[src/rtl/inst_encoder_loader.sv]
`default_nettype none
// ============================================================================
// Module      : inst_encoder_loader
// Description : Packs decoded RV32I field sets back into 32-bit instruction
//               words and writes them one after another into instruction
//               memory through a registered write port that honours
//               back-pressure. The program-load path uses it to build a
//               program in IMEM before the core is released.
// Ports       : clk, rst_n                  - clock, async active-low reset
//               start, base_addr, num_inst  - session control (used in IDLE)
//               in_valid/in_ready + fields  - decoded field-set stream
//               imem_we/imem_ready          - write request / IMEM accept
//               imem_addr, imem_wdata       - registered write address/data
//               busy, done, err             - status (err sticky per session)
// Revision    : 1.0 - initial release
// ============================================================================
module inst_encoder_loader #(
    parameter int INST_WIDTH = 32,
    parameter int DATA_WIDTH = 32,
    parameter int ADDR_WIDTH = 12,
    parameter int CNT_WIDTH  = 10
) (
    input  logic                  clk,
    input  logic                  rst_n,
    input  logic                  start,
    input  logic [ADDR_WIDTH-1:0] base_addr,
    input  logic [CNT_WIDTH-1:0]  num_inst,
    input  logic                  in_valid,
    output logic                  in_ready,
    input  logic [6:0]            opcode,
    input  logic [2:0]            funct3,
    input  logic [6:0]            funct7,
    input  logic [4:0]            rs1,
    input  logic [4:0]            rs2,
    input  logic [4:0]            rd,
    input  logic [DATA_WIDTH-1:0] imm,
    output logic                  imem_we,
    input  logic                  imem_ready,
    output logic [ADDR_WIDTH-1:0] imem_addr,
    output logic [INST_WIDTH-1:0] imem_wdata,
    output logic                  busy,
    output logic                  done,
    output logic                  err
);

    // RV32I opcodes
    localparam logic [6:0] c_op_lui    = 7'b0110111;
    localparam logic [6:0] c_op_auipc  = 7'b0010111;
    localparam logic [6:0] c_op_jal    = 7'b1101111;
    localparam logic [6:0] c_op_jalr   = 7'b1100111;
    localparam logic [6:0] c_op_branch = 7'b1100011;
    localparam logic [6:0] c_op_load   = 7'b0000011;
    localparam logic [6:0] c_op_store  = 7'b0100011;
    localparam logic [6:0] c_op_cal_i  = 7'b0010011;
    localparam logic [6:0] c_op_cal_r  = 7'b0110011;

    localparam logic [INST_WIDTH-1:0] c_nop = INST_WIDTH'(32'h0000_0013);

    localparam logic signed [DATA_WIDTH-1:0] c_i_min = DATA_WIDTH'(-2048);
    localparam logic signed [DATA_WIDTH-1:0] c_i_max = DATA_WIDTH'(2047);
    localparam logic signed [DATA_WIDTH-1:0] c_b_min = DATA_WIDTH'(-4096);
    localparam logic signed [DATA_WIDTH-1:0] c_b_max = DATA_WIDTH'(4094);
    localparam logic signed [DATA_WIDTH-1:0] c_j_min = DATA_WIDTH'(-1048576);
    localparam logic signed [DATA_WIDTH-1:0] c_j_max = DATA_WIDTH'(1048574);

    typedef enum logic [1:0] {
        S_IDLE = 2'd0,
        S_LOAD = 2'd1,
        S_DONE = 2'd2
    } state_t;

    state_t                  r_state;
    state_t                  w_state_nxt;
    logic [CNT_WIDTH-1:0]    r_acc_left;   // field sets still to accept
    logic [CNT_WIDTH-1:0]    r_wr_left;    // words still to be taken by IMEM
    logic [ADDR_WIDTH-1:0]   r_ptr;
    logic                    r_we;
    logic [ADDR_WIDTH-1:0]   r_addr;
    logic [INST_WIDTH-1:0]   r_wdata;
    logic                    r_err;

    logic                    w_accept;
    logic                    w_drain;
    logic                    w_start_ok;
    logic [INST_WIDTH-1:0]   w_word;
    logic                    w_enc_err;
    logic signed [DATA_WIDTH-1:0] w_simm;

    assign w_simm     = $signed(imm);
    // The output slot is free when empty or being drained this cycle, which
    // gives one word per cycle under continuous flow.
    assign in_ready   = (r_state == S_LOAD) && (r_acc_left != '0) && (!r_we || imem_ready);
    assign w_accept   = in_valid && in_ready;
    assign w_drain    = r_we && imem_ready;
    assign w_start_ok = (r_state == S_IDLE) && start;

    assign imem_we    = r_we;
    assign imem_addr  = r_addr;
    assign imem_wdata = r_wdata;
    assign busy       = (r_state == S_LOAD);
    assign done       = (r_state == S_DONE);
    assign err        = r_err;

    // Field re-packing; any encode error substitutes a NOP.
    always_comb begin
        w_word    = '0;
        w_enc_err = 1'b0;
        case (opcode)
            c_op_cal_r: begin
                w_word = {funct7, rs2, rs1, funct3, rd, opcode};
            end
            c_op_cal_i, c_op_load, c_op_jalr: begin
                if ((opcode == c_op_cal_i) && ((funct3 == 3'b001) || (funct3 == 3'b101)))
                    w_word = {funct7, imm[4:0], rs1, funct3, rd, opcode};
                else
                    w_word = {imm[11:0], rs1, funct3, rd, opcode};
                w_enc_err = (w_simm < c_i_min) || (w_simm > c_i_max);
            end
            c_op_store: begin
                w_word    = {imm[11:5], rs2, rs1, funct3, imm[4:0], opcode};
                w_enc_err = (w_simm < c_i_min) || (w_simm > c_i_max);
            end
            c_op_branch: begin
                w_word    = {imm[12], imm[10:5], rs2, rs1, funct3, imm[4:1], imm[11], opcode};
                w_enc_err = imm[0] || (w_simm < c_b_min) || (w_simm > c_b_max);
            end
            c_op_lui, c_op_auipc: begin
                w_word    = {imm[31:12], rd, opcode};
                w_enc_err = (imm[11:0] != 12'd0);
            end
            c_op_jal: begin
                w_word    = {imm[20], imm[10:1], imm[11], imm[19:12], rd, opcode};
                w_enc_err = imm[0] || (w_simm < c_j_min) || (w_simm > c_j_max);
            end
            default: begin
                w_enc_err = 1'b1;
            end
        endcase
        if (w_enc_err)
            w_word = c_nop;
    end

    always_comb begin
        w_state_nxt = r_state;
        case (r_state)
            S_IDLE: begin
                if (start)
                    w_state_nxt = (num_inst == '0) ? S_DONE : S_LOAD;
            end
            S_LOAD: begin
                // Leave once IMEM has taken the final word.
                if (w_drain && (r_wr_left == CNT_WIDTH'(1)))
                    w_state_nxt = S_DONE;
            end
            S_DONE: begin
                w_state_nxt = S_IDLE;
            end
            default: begin
                w_state_nxt = S_IDLE;
            end
        endcase
    end

    always_ff @(posedge clk or negedge rst_n) begin
        if (!rst_n) begin
            r_state <= S_IDLE;
        end else begin
            r_state <= w_state_nxt;
        end
    end

    always_ff @(posedge clk or negedge rst_n) begin
        if (!rst_n) begin
            r_acc_left <= '0;
            r_wr_left  <= '0;
            r_ptr      <= '0;
            r_we       <= 1'b0;
            r_addr     <= '0;
            r_wdata    <= '0;
            r_err      <= 1'b0;
        end else begin
            if (w_start_ok) begin
                r_ptr      <= {base_addr[ADDR_WIDTH-1:2], 2'b00};
                r_acc_left <= num_inst;
                r_wr_left  <= num_inst;
                r_err      <= 1'b0;
            end
            if (w_accept) begin
                r_acc_left <= r_acc_left - CNT_WIDTH'(1);
                r_ptr      <= r_ptr + ADDR_WIDTH'(4);
                r_we       <= 1'b1;
                r_addr     <= r_ptr;
                r_wdata    <= w_word;
                r_err      <= r_err | w_enc_err;
            end else if (w_drain) begin
                r_we       <= 1'b0;
            end
            if (w_drain)
                r_wr_left  <= r_wr_left - CNT_WIDTH'(1);
        end
    end

endmodule
`default_nettype wire

[config.mk]
export PLATFORM = sky130hd
export DESIGN_NAME = inst_encoder_loader
export DESIGN_NICKNAME = d
export VERILOG_FILES = /design/src/rtl/inst_encoder_loader.sv
export SDC_FILE = /design/constraint.sdc
export NUM_CORES = 1
export LEC_CHECK = 0
export ABC_AREA = 1
export CAP_MARGIN = 20
export CORE_ASPECT_RATIO = 0.9
export CORE_MARGIN = 3
export CORE_UTILIZATION = 51
export DETAILED_ROUTE_END_ITERATION = 12
export HOLD_SLACK_MARGIN = 0.02
export PLACE_DENSITY_LB_ADDON = 0.3
export SYNTH_ARGS = -nofsm -noshare
export SYNTH_HDL_FRONTEND = slang
export SYNTH_SLANG_ARGS = --single-unit
[constraint.sdc]
create_clock -name clk -period 3.24 [get_ports clk]
set_input_delay 0.81 -clock clk [delete_from_list [all_inputs] [get_ports clk]]
set_output_delay 0.81 -clock clk [all_outputs]
set_load 0.01 [all_outputs]
==> insert_results.sql <==
INSERT INTO impl_metrics (metric_group, metric, value, unit) VALUES
('power_and_ir_drop', 'peakVddDrop', '391', 'uV'),
('clock_network', 'numClockSinks', '76', ''),
('synthesis', 'postSynth.topFlopCell', 'sky130_fd_sc_hd__dfrtp_1', ''),
('layout', 'layout_common_cells', 'sky130_fd_sc_hd__nand2_1, sky130_fd_sc_hd__clkdlybuf4s50_1, sky130_fd_sc_hd__inv_1, sky130_fd_sc_hd__nor2_1, sky130_fd_sc_hd__dfrtp_1', ''),
('synthesis', 'syn_area', '4830', 'um^2'),
('clock_network', 'postCtsHoldBufs', '0', ''),
('route', 'routed_via_density', '5.39', ''),
('place', 'port_buffers', '135', ''),
('setup_path', 'worst-path-max-fanout', '5', ''),
('setup_path', 'cp_num_buf_inv', '3', ''),
('min_path', 'worst_hold_path.num_cells', '1', ''),
('setup_path', 'cp_top_family', 'buffers and inverters', ''),
('power_and_ir_drop', 'cellPowerDensity', '570', 'nW/um^2'),
('synthesis', 'yosysUniqueCellTypes', '39', ''),
('floorplan', 'placementRows', '33', ''),
('route', 'detailedRoute.firstIterationViolations', '397', ''),
('setup_path', 'timing.rr.start', 'r_acc_left[0]', ''),
('layout', 'final_common_cell', 'sky130_fd_sc_hd__nand2_1', ''),
('setup_path', 'reg2reg_setup_slack', '0.89', 'ns'),
('synthesis', 'async_sr_flop_fraction', '1.00', ''),
('route', 'drt_drc_violations_left', '0', ''),
('timing', 'final.setup.tns', '0', 'ns'),
('power_and_ir_drop', 'power.share.sequential', '0.379', ''),
('layout', 'area.growth.synth_to_final', '34.5', '%'),
('clock_network', 'post_cts_resize_count', '0', ''),
('global_route', 'grt_max_degree', '77', ''),
('setup_path', 'arrival', '2.15', 'ns'),
('synthesis', 'syn-mean-instance-area', '7.10', 'um^2'),
('synthesis', 'ys_seq_area_frac', '0.394', ''),
('min_path', 'whs_endpoint', 'imem_wdata[0]', ''),
('route', 'routedWlPerCell', '14.9', 'um'),
('global_route', 'antenna_found_initial', '0', ''),
('place', 'place_inst', '922', ''),
('run_status', 'run_status', 'finished clean', ''),
('timing', 'fin_skew', '0.0147', 'ns'),
('floorplan', 'die_area', '10700', 'um^2'),
('timing', 'period_minus_slack', '2.96', 'ns'),
('synthesis', 'synth_register_bits', '76', ''),
('min_path', 'min-delay-start', 'imem_wdata[0]', ''),
('floorplan', 'die_h', '98.3', 'um'),
('global_route', 'sum_of_overflow_across_all_layers_after_global_routing', '0', ''),
('power_and_ir_drop', 'combPwrFrac', '0.394', ''),
('power_and_ir_drop', 'switching_power', '1.43', 'mW'),
('place', 'last_weighted_congestion_value_of_the_routability_driven_placer', '0.974', ''),
('layout', 'fill_cells', '774', ''),
('clock_network', 'clkLatencyLatePin', '0.35', 'ns'),
('synthesis', 'yosys_warnings', '0', ''),
('job', 'drv_cap', '0', ''),
('setup_path', 'crit_path_cell_trace', 'inv_1 > ha_1 > nand4_1 > nor2_1 > nand3_1 > nand2_1 > inv_1 > clkdlybuf4s50_1', ''),
('clock_network', 'htree_num_levels', '3', ''),
('clock_network', 'cts.reportedPaths.clkPinSlew', '0.09', 'ns'),
('timing', 'worst_pin_slew', '0.944', 'ns'),
('setup_path', 'critPathMaxStageDelay', '0.47', 'ns'),
('setup_path', 'worst_ep_required_time', '2.43', 'ns'),
('place', 'detailedPlacementHpwl', '10800', 'um'),
('floorplan', 'placeableCoreArea', '9170', 'um^2'),
('layout', 'design.final.nets', '906', ''),
('route', 'postRouteWirelength', '14000', 'um'),
('setup_path', 'reg2reg_to', 'r_acc_left[4]', ''),
('floorplan', 'top_level_i_o_count', '140', ''),
('timing', 'max-slew-margin-rel', '0.371', ''),
('layout', 'antennaDiodeCount', '0', ''),
('global_route', 'grt_pass1_vias', '4885', ''),
('clock_network', 'number_of_cts_inserted_buffers', '9', ''),
('timing', 'final-setup-viol-count', '0', ''),
('route', 'routed-via-count', '5057', ''),
('route', 'dr.pass1.iters', '5', ''),
('timing', 'finalMaxSlewViolations', '0', ''),
('power_and_ir_drop', 'clockPowerShare', '0.227', ''),
('timing', 'hold_violations', '0', ''),
('power_and_ir_drop', 'swShare', '0.385', '');
[cell type report]
| class | count | area [um^2] | area share |
|---|---|---|---|
| multi-input combinational | 500 | 2500 | 0.385 |
| clock buffer | 9 | 124 | 0.0191 |
| inverter | 82 | 308 | 0.0474 |
| sequential | 76 | 1900 | 0.293 |
| clock inverter | 7 | 105 | 0.0162 |
| tap | 122 | 153 | 0.0235 |
| timing repair buffer | 142 | 1400 | 0.216 |
[cells by family (layout without fill, tap and decap cells)]
kind of cell,after synthesis,after routing,share of synthesized area
AOI/OAI and AO/OA,142,142,0.197
xor gates and xnor gates,10,10,0.0181
adders and majority gates,4,4,0.0104
buffers and inverters,105,240,0.0902
DFF,76,76,0.394
other,1,2,0.000776
and+or+nand+nor,342,342,0.290
[power by group through the flow]
stage               clock network (mW)  logic (mW)  registers, mW
finish                           0.840        1.46           1.40
global route                     0.897        1.65           1.44
CTS                              0.849        1.46           1.40
detailed placement                   0        1.45           1.41
global placement                     0        1.40           1.40
floorplan                            0       0.891           1.41
[metrics by stage]
| step | worst slack, ns | hold WS, ns | instance area [um^2] | util |
|---|---|---|---|---|
| after floorplan | 1.09 | 0.459 | 4830 | - |
| after CTS | 0.283 | 0.480 | 6490 | 0.708 |
| after global routing | 0.0708 | 0.494 | 6490 | 0.708 |
| final | 0.281 | 0.473 | 6490 | 0.708 |
| after global placement | 0.288 | 0.447 | 6260 | 0.683 |
| after detailed placement | 0.189 | 0.457 | 6260 | 0.683 |
[cell usage after synthesis, types with 3 or more instances]
cell	n	area (um^2)
sky130_fd_sc_hd__nand4_1	7	43.8
sky130_fd_sc_hd__a21oi_1	21	105
sky130_fd_sc_hd__o22ai_1	5	31.3
sky130_fd_sc_hd__o221ai_1	12	105
sky130_fd_sc_hd__o31ai_1	3	22.5
sky130_fd_sc_hd__o21a_1	3	22.5
sky130_fd_sc_hd__dfrtp_1	76	1900
sky130_fd_sc_hd__nor4_1	3	18.8
sky130_fd_sc_hd__o211ai_1	14	105
sky130_fd_sc_hd__nand3_1	23	115
sky130_fd_sc_hd__buf_6	3	33.8
sky130_fd_sc_hd__a22oi_1	9	67.6
sky130_fd_sc_hd__ha_1	4	50.1
sky130_fd_sc_hd__nor3_1	12	60.1
sky130_fd_sc_hd__clkbuf_1	9	33.8
sky130_fd_sc_hd__nand2_2	3	18.8
sky130_fd_sc_hd__inv_1	77	289
sky130_fd_sc_hd__xor2_1	9	78.8
sky130_fd_sc_hd__nor2_1	76	285
sky130_fd_sc_hd__o21ai_2	23	201
sky130_fd_sc_hd__inv_2	4	15.0
sky130_fd_sc_hd__nor2_2	3	18.8
sky130_fd_sc_hd__a21oi_2	5	43.8
sky130_fd_sc_hd__buf_2	9	45.0
sky130_fd_sc_hd__o21ai_0	42	210
sky130_fd_sc_hd__nand2_1	208	781
[routing by layer]
layer  wire (um)  global-route usage  vias to the layer above  part of all wire
li1            -                   -                     2483                 -
met1        6460               0.394                     2360              0.46
met2        6390               0.421                      191              0.46
met3         956              0.0469                       23             0.068
met4         201              0.0728                        0             0.014
met5           0                   0                        -                 0
[state kept, by name, indices dropped and copies added, names as in the netlist]
| signal | count |
|---|---|
| err | 1 |
| imem_addr | 10 |
| imem_wdata | 32 |
| imem_we | 1 |
| r_acc_left | 10 |
| r_ptr | 10 |
| r_state | 2 |
| r_wr_left | 10 |
[worst max-delay path by stage]
stage                     slack [ns]        endpoint  depth (start not counted)
after floorplan                 1.09   imem_wdata[4]                         12
after CTS                       0.28        in_ready                          8
after global placement          0.29  imem_wdata[11]                         11
final                           0.28        in_ready                          8
after global routing            0.07        in_ready                          8
after detailed placement        0.19  imem_wdata[11]                         13
(Power assumes the default switching activity.)
